--- src/rtl/fir_coeff_loader_if.sv ---
// Coefficient load stream (valid/ready) for fir_coeff_loader.
// The master drives beats; the slave (the loader) returns ready.
interface fir_coeff_loader_if #(
  parameter int COEFF_WIDTH = 16
);
  logic                          s_valid;
  logic                          s_ready;
  logic signed [COEFF_WIDTH-1:0] s_data;
  logic                          s_last;

  modport master (output s_valid, output s_data, output s_last, input s_ready);
  modport slave  (input s_valid, input s_data, input s_last, output s_ready);
endinterface

--- src/rtl/fir_coeff_loader.sv ---
// Double-banked FIR coefficient store: loads a set into the shadow bank, swaps on swap_ok.
// Define FIR_COEFF_DEFAULT_INIT_EN to reset bank 0 to the default bpf16 set instead of zeros.
module fir_coeff_loader #(
  parameter int N_TAPS      = 16,
  parameter int COEFF_WIDTH = 16,
  parameter int ADDR_W      = 4
) (
  input  logic                          clk,
  input  logic                          rst,
  fir_coeff_loader_if.slave             s,
  input  logic                          swap_ok,
  input  logic [ADDR_W-1:0]             addr,
  output logic signed [COEFF_WIDTH-1:0] coeff,
  output logic                          bank_sel,
  output logic                          busy,
  output logic                          load_done,
  output logic                          load_err
);

  typedef enum logic [1:0] {IDLE, LOAD, DRAIN, WAIT_SWAP} state_t;

  localparam logic [ADDR_W-1:0] LAST_PTR = ADDR_W'(N_TAPS - 1);

`ifdef FIR_COEFF_DEFAULT_INIT_EN
  localparam int DEF_SET [16] = '{-116, -226, -179, 184, 845, 1594, 2110, 2177,
                                  1710, 790, -261, -1153, -1638, -1589, -1014, -28};
`endif

  state_t                        state, state_next;
  logic [ADDR_W-1:0]             wr_ptr, wr_ptr_next;
  logic                          beat, wr_en;
  logic                          sel_next, done_next, err_next;
  logic signed [COEFF_WIDTH-1:0] bank [2][N_TAPS];

  assign s.s_ready = (state != WAIT_SWAP);
  assign beat      = s.s_valid && s.s_ready;
  assign busy      = (state != IDLE);

  // IDLE always has wr_ptr==0, so it shares the LOAD beat handling; this also
  // covers N_TAPS==1, where the first beat is already the final one.
  always_comb begin
    state_next  = state;
    wr_ptr_next = wr_ptr;
    wr_en       = 1'b0;
    sel_next    = bank_sel;
    done_next   = 1'b0;
    err_next    = 1'b0;
    case (state)
      IDLE, LOAD: begin
        if (beat) begin
          wr_en       = 1'b1;
          wr_ptr_next = wr_ptr + 1'b1;
          if (wr_ptr == LAST_PTR) begin
            state_next = s.s_last ? WAIT_SWAP : DRAIN;
          end else if (s.s_last) begin
            err_next    = 1'b1;
            wr_ptr_next = '0;
            state_next  = IDLE;
          end else begin
            state_next = LOAD;
          end
        end
      end
      DRAIN: begin
        if (beat && s.s_last) begin
          err_next    = 1'b1;
          wr_ptr_next = '0;
          state_next  = IDLE;
        end
      end
      WAIT_SWAP: begin
        if (swap_ok) begin
          sel_next    = ~bank_sel;
          done_next   = 1'b1;
          wr_ptr_next = '0;
          state_next  = IDLE;
        end
      end
      default: state_next = IDLE;
    endcase
  end

  always_ff @(posedge clk) begin
    if (rst) begin
      state     <= IDLE;
      wr_ptr    <= '0;
      bank_sel  <= 1'b0;
      load_done <= 1'b0;
      load_err  <= 1'b0;
    end else begin
      state     <= state_next;
      wr_ptr    <= wr_ptr_next;
      bank_sel  <= sel_next;
      load_done <= done_next;
      load_err  <= err_next;
    end
  end

  always_ff @(posedge clk) begin
    if (rst) begin
      for (int unsigned i = 0; i < N_TAPS; i++) begin
`ifdef FIR_COEFF_DEFAULT_INIT_EN
        bank[0][i] <= (i < 16) ? COEFF_WIDTH'(DEF_SET[i[3:0]]) : '0;
`else
        bank[0][i] <= '0;
`endif
        bank[1][i] <= '0;
      end
    end else if (wr_en) begin
      bank[~bank_sel][wr_ptr] <= s.s_data;
    end
  end

  assign coeff = (32'(addr) < 32'(N_TAPS)) ? bank[bank_sel][addr] : '0;

endmodule

--- src/flat_wrapper.sv ---
// flat-port wrapper written by rule: the top's interface ports become plain ports
module fir_coeff_loader_flat 
#(
  parameter int N_TAPS      = 16,
  parameter int COEFF_WIDTH = 16,
  parameter int ADDR_W      = 4
)
  (clk, rst, swap_ok, addr, coeff, bank_sel, busy, load_done, load_err, s_s_valid, s_s_data, s_s_last, s_s_ready);
  fir_coeff_loader_if #(.COEFF_WIDTH(COEFF_WIDTH)) s_i ();
  input  logic clk;
  input  logic rst;
  input  logic swap_ok;
  input  logic [ADDR_W-1:0] addr;
  output logic signed [COEFF_WIDTH-1:0] coeff;
  output logic bank_sel;
  output logic busy;
  output logic load_done;
  output logic load_err;
  input wire logic [$bits(s_i.s_valid)-1:0] s_s_valid;
  input wire logic [$bits(s_i.s_data)-1:0] s_s_data;
  input wire logic [$bits(s_i.s_last)-1:0] s_s_last;
  output wire logic [$bits(s_i.s_ready)-1:0] s_s_ready;
  assign s_i.s_valid = s_s_valid;
  assign s_i.s_data = s_s_data;
  assign s_i.s_last = s_s_last;
  assign s_s_ready = s_i.s_ready;
  fir_coeff_loader #(.N_TAPS(N_TAPS), .COEFF_WIDTH(COEFF_WIDTH), .ADDR_W(ADDR_W)) u_core (.clk(clk), .rst(rst), .s(s_i), .swap_ok(swap_ok), .addr(addr), .coeff(coeff), .bank_sel(bank_sel), .busy(busy), .load_done(load_done), .load_err(load_err));
endmodule
--- config.mk ---
export PLATFORM = sky130hd
export DESIGN_NAME = fir_coeff_loader_flat
export DESIGN_NICKNAME = d
export VERILOG_FILES = /design/src/rtl/fir_coeff_loader_if.sv /design/src/rtl/fir_coeff_loader.sv /design/src/flat_wrapper.sv
export SDC_FILE = /design/constraint.sdc
export NUM_CORES = 1
export LEC_CHECK = 0
export CAP_MARGIN = 40
export CORE_UTILIZATION = 40
export CTS_CLUSTER_SIZE = 14
export DETAILED_ROUTE_END_ITERATION = 6
export SLEW_MARGIN = 20
export SYNTH_ARGS = -nofsm -noshare
export SYNTH_HDL_FRONTEND = slang
export SYNTH_SLANG_ARGS = --single-unit
--- constraint.sdc ---
create_clock -name clk -period 2.4 [get_ports clk]
set_clock_uncertainty 0.1 [all_clocks]
set_input_delay 0.48 -clock clk [delete_from_list [all_inputs] [get_ports clk]]
set_output_delay 0.48 -clock clk [all_outputs]
set_load 0.02 [all_outputs]
After elaboration in Yosys (flattened, before gate mapping):

Memory sizes are Yosys's and may differ from the RTL's. A register that Yosys moved wholly into a read port is not among the register bits.
Cells that the tools add are included.
Widths: inputs -> output; s select.

* add/sub/neg operators: 1
* multipliers: 0
* divide/modulo/power cells: 0
* order comparisons: 3
* equal/unequal tests: 8
* shift operators: 0
* mux-type cells: 36
* bitwise operators: 4
* reductions and logical operators: 10

Operator list (count)
* $mux 256: 3
* $reduce_or 256->1: 1
* $bmux 16 s4: 1
* $demux 16 s4: 1
* $mux 16: 3
* $mux 4: 5
* $mux 1: 16
* $pmux 4 s3: 1
* $ge 5x5->1 const B: 2
* $not 4->5: 2
* $mux 2: 4
* $pmux 2 s3: 1
* $lt 5x1->1 const B: 1
* $add 4x1->4 const B: 1
* $eq 2x2->1 const B: 2
* $eq 4x4->1 const B: 1
* $ne 2x1->1 const B: 2
* $ne 2x2->1 const B: 2
* $reduce_or 2->1: 2
* $logic_and 1x1->1: 3
* $reduce_and 3->1: 1
* $eq 2x1->1 const B: 1
* $logic_not 2->1: 1
* $not 1->1: 2
* 3 further kinds: 3

* register bits: 9
* bits in latches: 0
* memory bits (writable): 512
* memory bits (read-only): 0
* input bits: 25
* output and inout port bits: 21
* word-level logic and storage cells: 68
* memories: 1

Memory list
* u_core.bank: depth 2, width 256, read ports 1, clocked after Yosys merged registers in 1, write ports 2, RTL line fir_coeff_loader.sv:33 `logic signed [COEFF_WIDTH-1:0] bank [2][N_TAPS];`

Depth between registers and ports, before layout:

* word-level depth: 9
* mapped depth: 8

Worst setup path after synthesis:

OpenSTA, ideal clock, no wires.

* kind: in2out
* start point: input port addr[0]
* end point: output port coeff[1]
* arrival: 1.760 ns
* required time: 1.820 ns
* slack: 0.060 ns
* cell stages on the path: 8
* path buffers: 4
* cells stage by stage: buf_2 > buf_4 > buf_4 > buf_2 > mux2i_1 > nand2_1 > a31oi_1 > nand3_1

* longest elaborated chain between the ends: 4

RTL lines
* start, declared: RTL line flat_wrapper.sv:13 `input logic [ADDR_W-1:0] addr;`
* $not 4->5 (not written as such): RTL line fir_coeff_loader.sv:114 `assign coeff = (32'(addr) < 32'(N_TAPS)) ? bank[bank_sel][addr] : '0;`
* $bmux 16 s4: RTL line fir_coeff_loader.sv:114
* $mux 16 (not written as such) (2 in series): RTL line fir_coeff_loader.sv:114
* end, declared: RTL line flat_wrapper.sv:14 `output logic signed [COEFF_WIDTH-1:0] coeff;`

Every way passes these cells. The select of a mux whose other input is x is not followed.

==> impl_metrics.xml <==
<?xml version="1.0" encoding="UTF-8"?>
<metrics>
  <group name="status">
    <metric name="run_status" unit="">finished, violations left</metric>
    <metric name="violations_in_the_final_reports" unit="">setup timing</metric>
  </group>
  <group name="routing">
    <metric name="drc" unit="">0</metric>
    <metric name="total_number_of_vias" unit="">15189</metric>
    <metric name="avgViaCountPerCell" unit="">5.38</metric>
    <metric name="drt_pass1_iterations" unit="">5</metric>
    <metric name="detail_route.wl_per_cell" unit="µm">24.1</metric>
    <metric name="dr.first_iter.drc_count" unit="">1579</metric>
    <metric name="post_detailed_routing_wire_length" unit="µm">68100</metric>
    <metric name="ant_nets" unit="">0</metric>
  </group>
  <group name="setup_path">
    <metric name="max_stage_delay" unit="ps">370</metric>
    <metric name="setup.worst_path.end" unit="">coeff[10]</metric>
    <metric name="critical_path_arrival" unit="ps">2300</metric>
    <metric name="critical_path_depth" unit="">10</metric>
    <metric name="timing.rr.end" unit="">u_core.bank[1][10]$_SDFFCE_PN0P_</metric>
    <metric name="critPathTopFamily" unit="">buffers and inverters</metric>
    <metric name="minimum_setup_slack_among_reg_to_reg_paths" unit="ps">290</metric>
    <metric name="critical_path.endpoint_type" unit="">primary output</metric>
    <metric name="cp_data_required_time" unit="ps">1820</metric>
    <metric name="worst_r2r_path_depth" unit="">6</metric>
    <metric name="timing.critical_path.fanout_max" unit="">6</metric>
    <metric name="critical_path.startpoint_type" unit="">flip-flop</metric>
    <metric name="cells_traversed_along_the_worst_timing_path" unit="">buf_6 &gt; nor2b_4 &gt; buf_12 &gt; buf_6 &gt; a22o_1 &gt; nor3_2 &gt; a31oi_1 &gt; buf_4 &gt; nand3_2 &gt; buf_6</metric>
    <metric name="crit_path_max_delay_cell_type" unit="">sky130_fd_sc_hd__dfxtp_4</metric>
    <metric name="worst-path-buf-inv" unit="">5</metric>
    <metric name="crit_path_frequent_cell" unit="">sky130_fd_sc_hd__buf_6</metric>
    <metric name="r2r-start" unit="">u_core.wr_ptr[0]$_SDFFE_PP0P_</metric>
    <metric name="worst-setup-path-type" unit="">flip-flop to primary output</metric>
  </group>
  <group name="die">
    <metric name="die_height" unit="µm">249</metric>
    <metric name="floorplan.initialDensity" unit="%">40.4</metric>
    <metric name="core-area" unit="µm²">60400</metric>
    <metric name="die_area" unit="µm²">62000</metric>
    <metric name="floorplan.rows" unit="">90</metric>
    <metric name="ioPinCount" unit="">46</metric>
    <metric name="die_width" unit="µm">249</metric>
  </group>
  <group name="timing">
    <metric name="setup_viol" unit="">16</metric>
    <metric name="slew_violations" unit="">0</metric>
    <metric name="period_utilisation_layout" unit="%">120</metric>
    <metric name="max_freq" unit="GHz">0.347</metric>
    <metric name="post-route-min-period" unit="ps">2880</metric>
    <metric name="slew-limit-headroom" unit="%">63.0</metric>
    <metric name="timing_worst_slew_pin_value" unit="ps">554</metric>
    <metric name="finalHoldViolCount" unit="">0</metric>
    <metric name="layout_setup_ws" unit="ps">-481</metric>
    <metric name="grt_setup_unrepaired" unit="">yes</metric>
  </group>
  <group name="layout">
    <metric name="num-fill-cells" unit="">5126</metric>
    <metric name="layout.cells.non_filler" unit="">2822</metric>
    <metric name="final_design_utilization" unit="%">50.0</metric>
    <metric name="nets" unit="">2026</metric>
    <metric name="area_of_the_multi_input_gates" unit="µm²">8660</metric>
    <metric name="synthToLayoutAreaGrowth" unit="%">23.7</metric>
    <metric name="seqCellArea" unit="µm²">15600</metric>
    <metric name="final_layout_size_suffix_gt1_share" unit="%">22.6</metric>
  </group>
  <group name="yosys">
    <metric name="synth_cell_types" unit="">41</metric>
    <metric name="post_synthesis_instance_total" unit="">1813</metric>
    <metric name="netlist_top_cells_count" unit="">513 x sky130_fd_sc_hd__and2_1, 512 x sky130_fd_sc_hd__edfxtp_1, 257 x sky130_fd_sc_hd__mux2i_1, 84 x sky130_fd_sc_hd__clkbuf_1, 65 x sky130_fd_sc_hd__a22oi_1</metric>
    <metric name="postSynthNetCount" unit="">1843</metric>
    <metric name="synth.cell_area" unit="µm²">24400</metric>
    <metric name="synthMostInstantiatedCell" unit="">sky130_fd_sc_hd__and2_1</metric>
    <metric name="yosysWarningCount" unit="">0</metric>
    <metric name="synth.largest_area_cell" unit="">sky130_fd_sc_hd__edfxtp_1</metric>
    <metric name="ys.flop_type" unit="">sky130_fd_sc_hd__edfxtp_1</metric>
    <metric name="synth_top_area_share" unit="%">63.0</metric>
    <metric name="synth-seq-cells" unit="">522</metric>
    <metric name="yosys-top-cells-area" unit="">sky130_fd_sc_hd__edfxtp_1 63%, sky130_fd_sc_hd__and2_1 13%, sky130_fd_sc_hd__mux2i_1 11%</metric>
    <metric name="postSynth.asyncResetShare" unit="%">0</metric>
    <metric name="synthesis.area_per_instance" unit="µm²">13.5</metric>
    <metric name="seq_area_frac_synth" unit="%">63.8</metric>
    <metric name="edff_count_synth" unit="">512</metric>
  </group>
  <group name="global_routing">
    <metric name="gr-total-overflow" unit="">0</metric>
    <metric name="antenna_violations_before_repair" unit="">3</metric>
    <metric name="number_of_global_route_vias_before_repair" unit="">15122</metric>
    <metric name="groute.usage.overall" unit="%">22.1</metric>
    <metric name="grt_pass1_wl" unit="µm">101000</metric>
    <metric name="largest_net_degree_at_the_start_of_global_routing" unit="">40</metric>
  </group>
  <group name="cts">
    <metric name="root_buffer" unit="">sky130_fd_sc_hd__clkbuf_16</metric>
    <metric name="worst_skew_pair.late_latency" unit="ps">620</metric>
    <metric name="clkSlewWorstSetupHoldPaths" unit="ps">60</metric>
    <metric name="h-tree-depth" unit="">2</metric>
    <metric name="tritoncts.num_buffers" unit="">54</metric>
    <metric name="clock_tree.buffer_depth" unit="">3</metric>
    <metric name="cts_sinks" unit="">522</metric>
    <metric name="tritoncts_clock_tree" unit="">built</metric>
  </group>
  <group name="power_and_ir_drop">
    <metric name="max-vdd-ir-drop" unit="mV">0.638</metric>
    <metric name="cellPowerDensity" unit="nW/µm²">681</metric>
    <metric name="power.static_leakage" unit="nW">12.0</metric>
  </group>
  <group name="place">
    <metric name="buffer_ports.inserted" unit="">45</metric>
    <metric name="place_congestion" unit="">0.886</metric>
    <metric name="dp.final_hpwl" unit="µm">43900</metric>
    <metric name="dp_cells" unit="">2715</metric>
    <metric name="detailedPlace.worstSlack" unit="ps">-1180</metric>
  </group>
  <group name="hold_path">
    <metric name="hold_class" unit="">flip-flop to flip-flop</metric>
  </group>
  <group name="job">
    <metric name="total_of_max_cap_violations" unit="">0</metric>
  </group>
</metrics>
## cell type report
class / instances / share of cell area (%)
repair buffers: 282 / 10.8
inverters: 4 / 0.0497
clock buffers: 78 / 4.91
flip-flops and latches: 522 / 51.6
diodes: 1 / 0.00829
well taps: 782 / 3.24
multi-input cells: 1132 / 28.7
clock inverters: 21 / 0.729
## metrics by stage
stage / setup TNS (ps) / power, mW / hold slack [ps] / instance area, µm²
after floorplan: 0 / 11.4 / 361 / 24400
after global placement: -18710 / 12.4 / 394 / 27700
after detailed placement: -21900 / 12.4 / 405 / 27700
after CTS: -7820 / 20.7 / 414 / 30100
after global routing: -8290 / 21.1 / 458 / 30200
final: -7150 / 20.6 / 407 / 30200
## state kept, by name (all words and copies together), names as in the netlist, named ones only
signal,cells
u_core.bank,512
u_core.wr_ptr,4
u_core.state,2
u_core.bank_sel,1
u_core.load_done,1
u_core.load_err,1
## repair_timing
action,4_1_cts,5_1_grt
pin swaps,31,21
hold endpoints to repair,0,0
gates resized for setup,186,29
cloned,5,0
hold buffers,0,0
setup endpoints to repair,19,16
setup buffers,8,2
## kinds of logic (layout without fill, tap and decap cells)
group | count (synthesis) | count (layout) | share of synthesized area, %
compound gates | 152 | 152 | 4.41
xor+xnor | 3 | 3 | 0.108
fa+ha+maj | 5 | 5 | 0.256
buf+inv | 159 | 385 | 2.96
flops | 522 | 522 | 63.8
mux | 257 | 257 | 10.5
other cells | 0 | 1 | 0
simple gates | 715 | 715 | 17.9
## power by group
part	internal [mW]	switching [mW]
Clock	4.71	3.47
Combinational	0.837	1.16
Sequential	10.3	0.0891
## worst reg2reg max path, stage by stage (launching register included)
cell	delay, ps
sky130_fd_sc_hd__dfxtp_1	390
sky130_fd_sc_hd__ha_1	250
sky130_fd_sc_hd__and3_1	250
sky130_fd_sc_hd__inv_1	110
sky130_fd_sc_hd__nor4_4	340
sky130_fd_sc_hd__or2_2	200
sky130_fd_sc_hd__buf_12	150
## how the worst min path moves through the flow
stage | end | depth (start not counted) | start | slack [ps]
4_1_cts | u_core.state[0]$_SDFFE_PP0P_ | 2 | u_core.state[0]$_SDFFE_PP0P_ | 410
3_5_place_dp | u_core.state[0]$_SDFFE_PP0P_ | 2 | u_core.state[0]$_SDFFE_PP0P_ | 410
3_3_place_gp | u_core.state[0]$_SDFFE_PP0P_ | 2 | u_core.state[0]$_SDFFE_PP0P_ | 390
6_report | u_core.state[0]$_SDFFE_PP0P_ | 2 | u_core.state[0]$_SDFFE_PP0P_ | 410
5_1_grt | u_core.state[0]$_SDFFE_PP0P_ | 2 | u_core.state[0]$_SDFFE_PP0P_ | 460
2_1_floorplan | u_core.state[0]$_SDFFE_PP0P_ | 2 | u_core.state[0]$_SDFFE_PP0P_ | 360
## metal layers
| layer | vias to the layer above | part of all wire [%] | global-route usage [%] |
|---|---|---|---|
| met3 | 82 | 5.8 | 2.47 |
| met2 | 483 | 46 | 35.1 |
| met5 | - | 0 | 0 |
| li1 | 6885 | - | - |
| met4 | 0 | 2.1 | 5.77 |
| met1 | 7739 | 46 | 32.1 |
## placed cells by master, fill, tap and decap left out, types with 21 or more instances in the layout
| cell type | count |
|---|---|
| sky130_fd_sc_hd__and2_1 | 512 |
| sky130_fd_sc_hd__nand2_1 | 34 |
| sky130_fd_sc_hd__mux2i_1 | 256 |
| sky130_fd_sc_hd__nor2_1 | 22 |
| sky130_fd_sc_hd__clkbuf_1 | 21 |
| sky130_fd_sc_hd__or2_2 | 34 |
| sky130_fd_sc_hd__edfxtp_1 | 512 |
| sky130_fd_sc_hd__a22oi_1 | 50 |
| sky130_fd_sc_hd__clkdlybuf4s50_1 | 26 |
| sky130_fd_sc_hd__a21oi_1 | 35 |
| sky130_fd_sc_hd__buf_12 | 69 |
| sky130_fd_sc_hd__buf_6 | 24 |
| sky130_fd_sc_hd__clkbuf_16 | 55 |
| sky130_fd_sc_hd__a22o_1 | 28 |
| sky130_fd_sc_hd__buf_4 | 153 |
No activity file was read; power rests on OpenSTA's default activity.
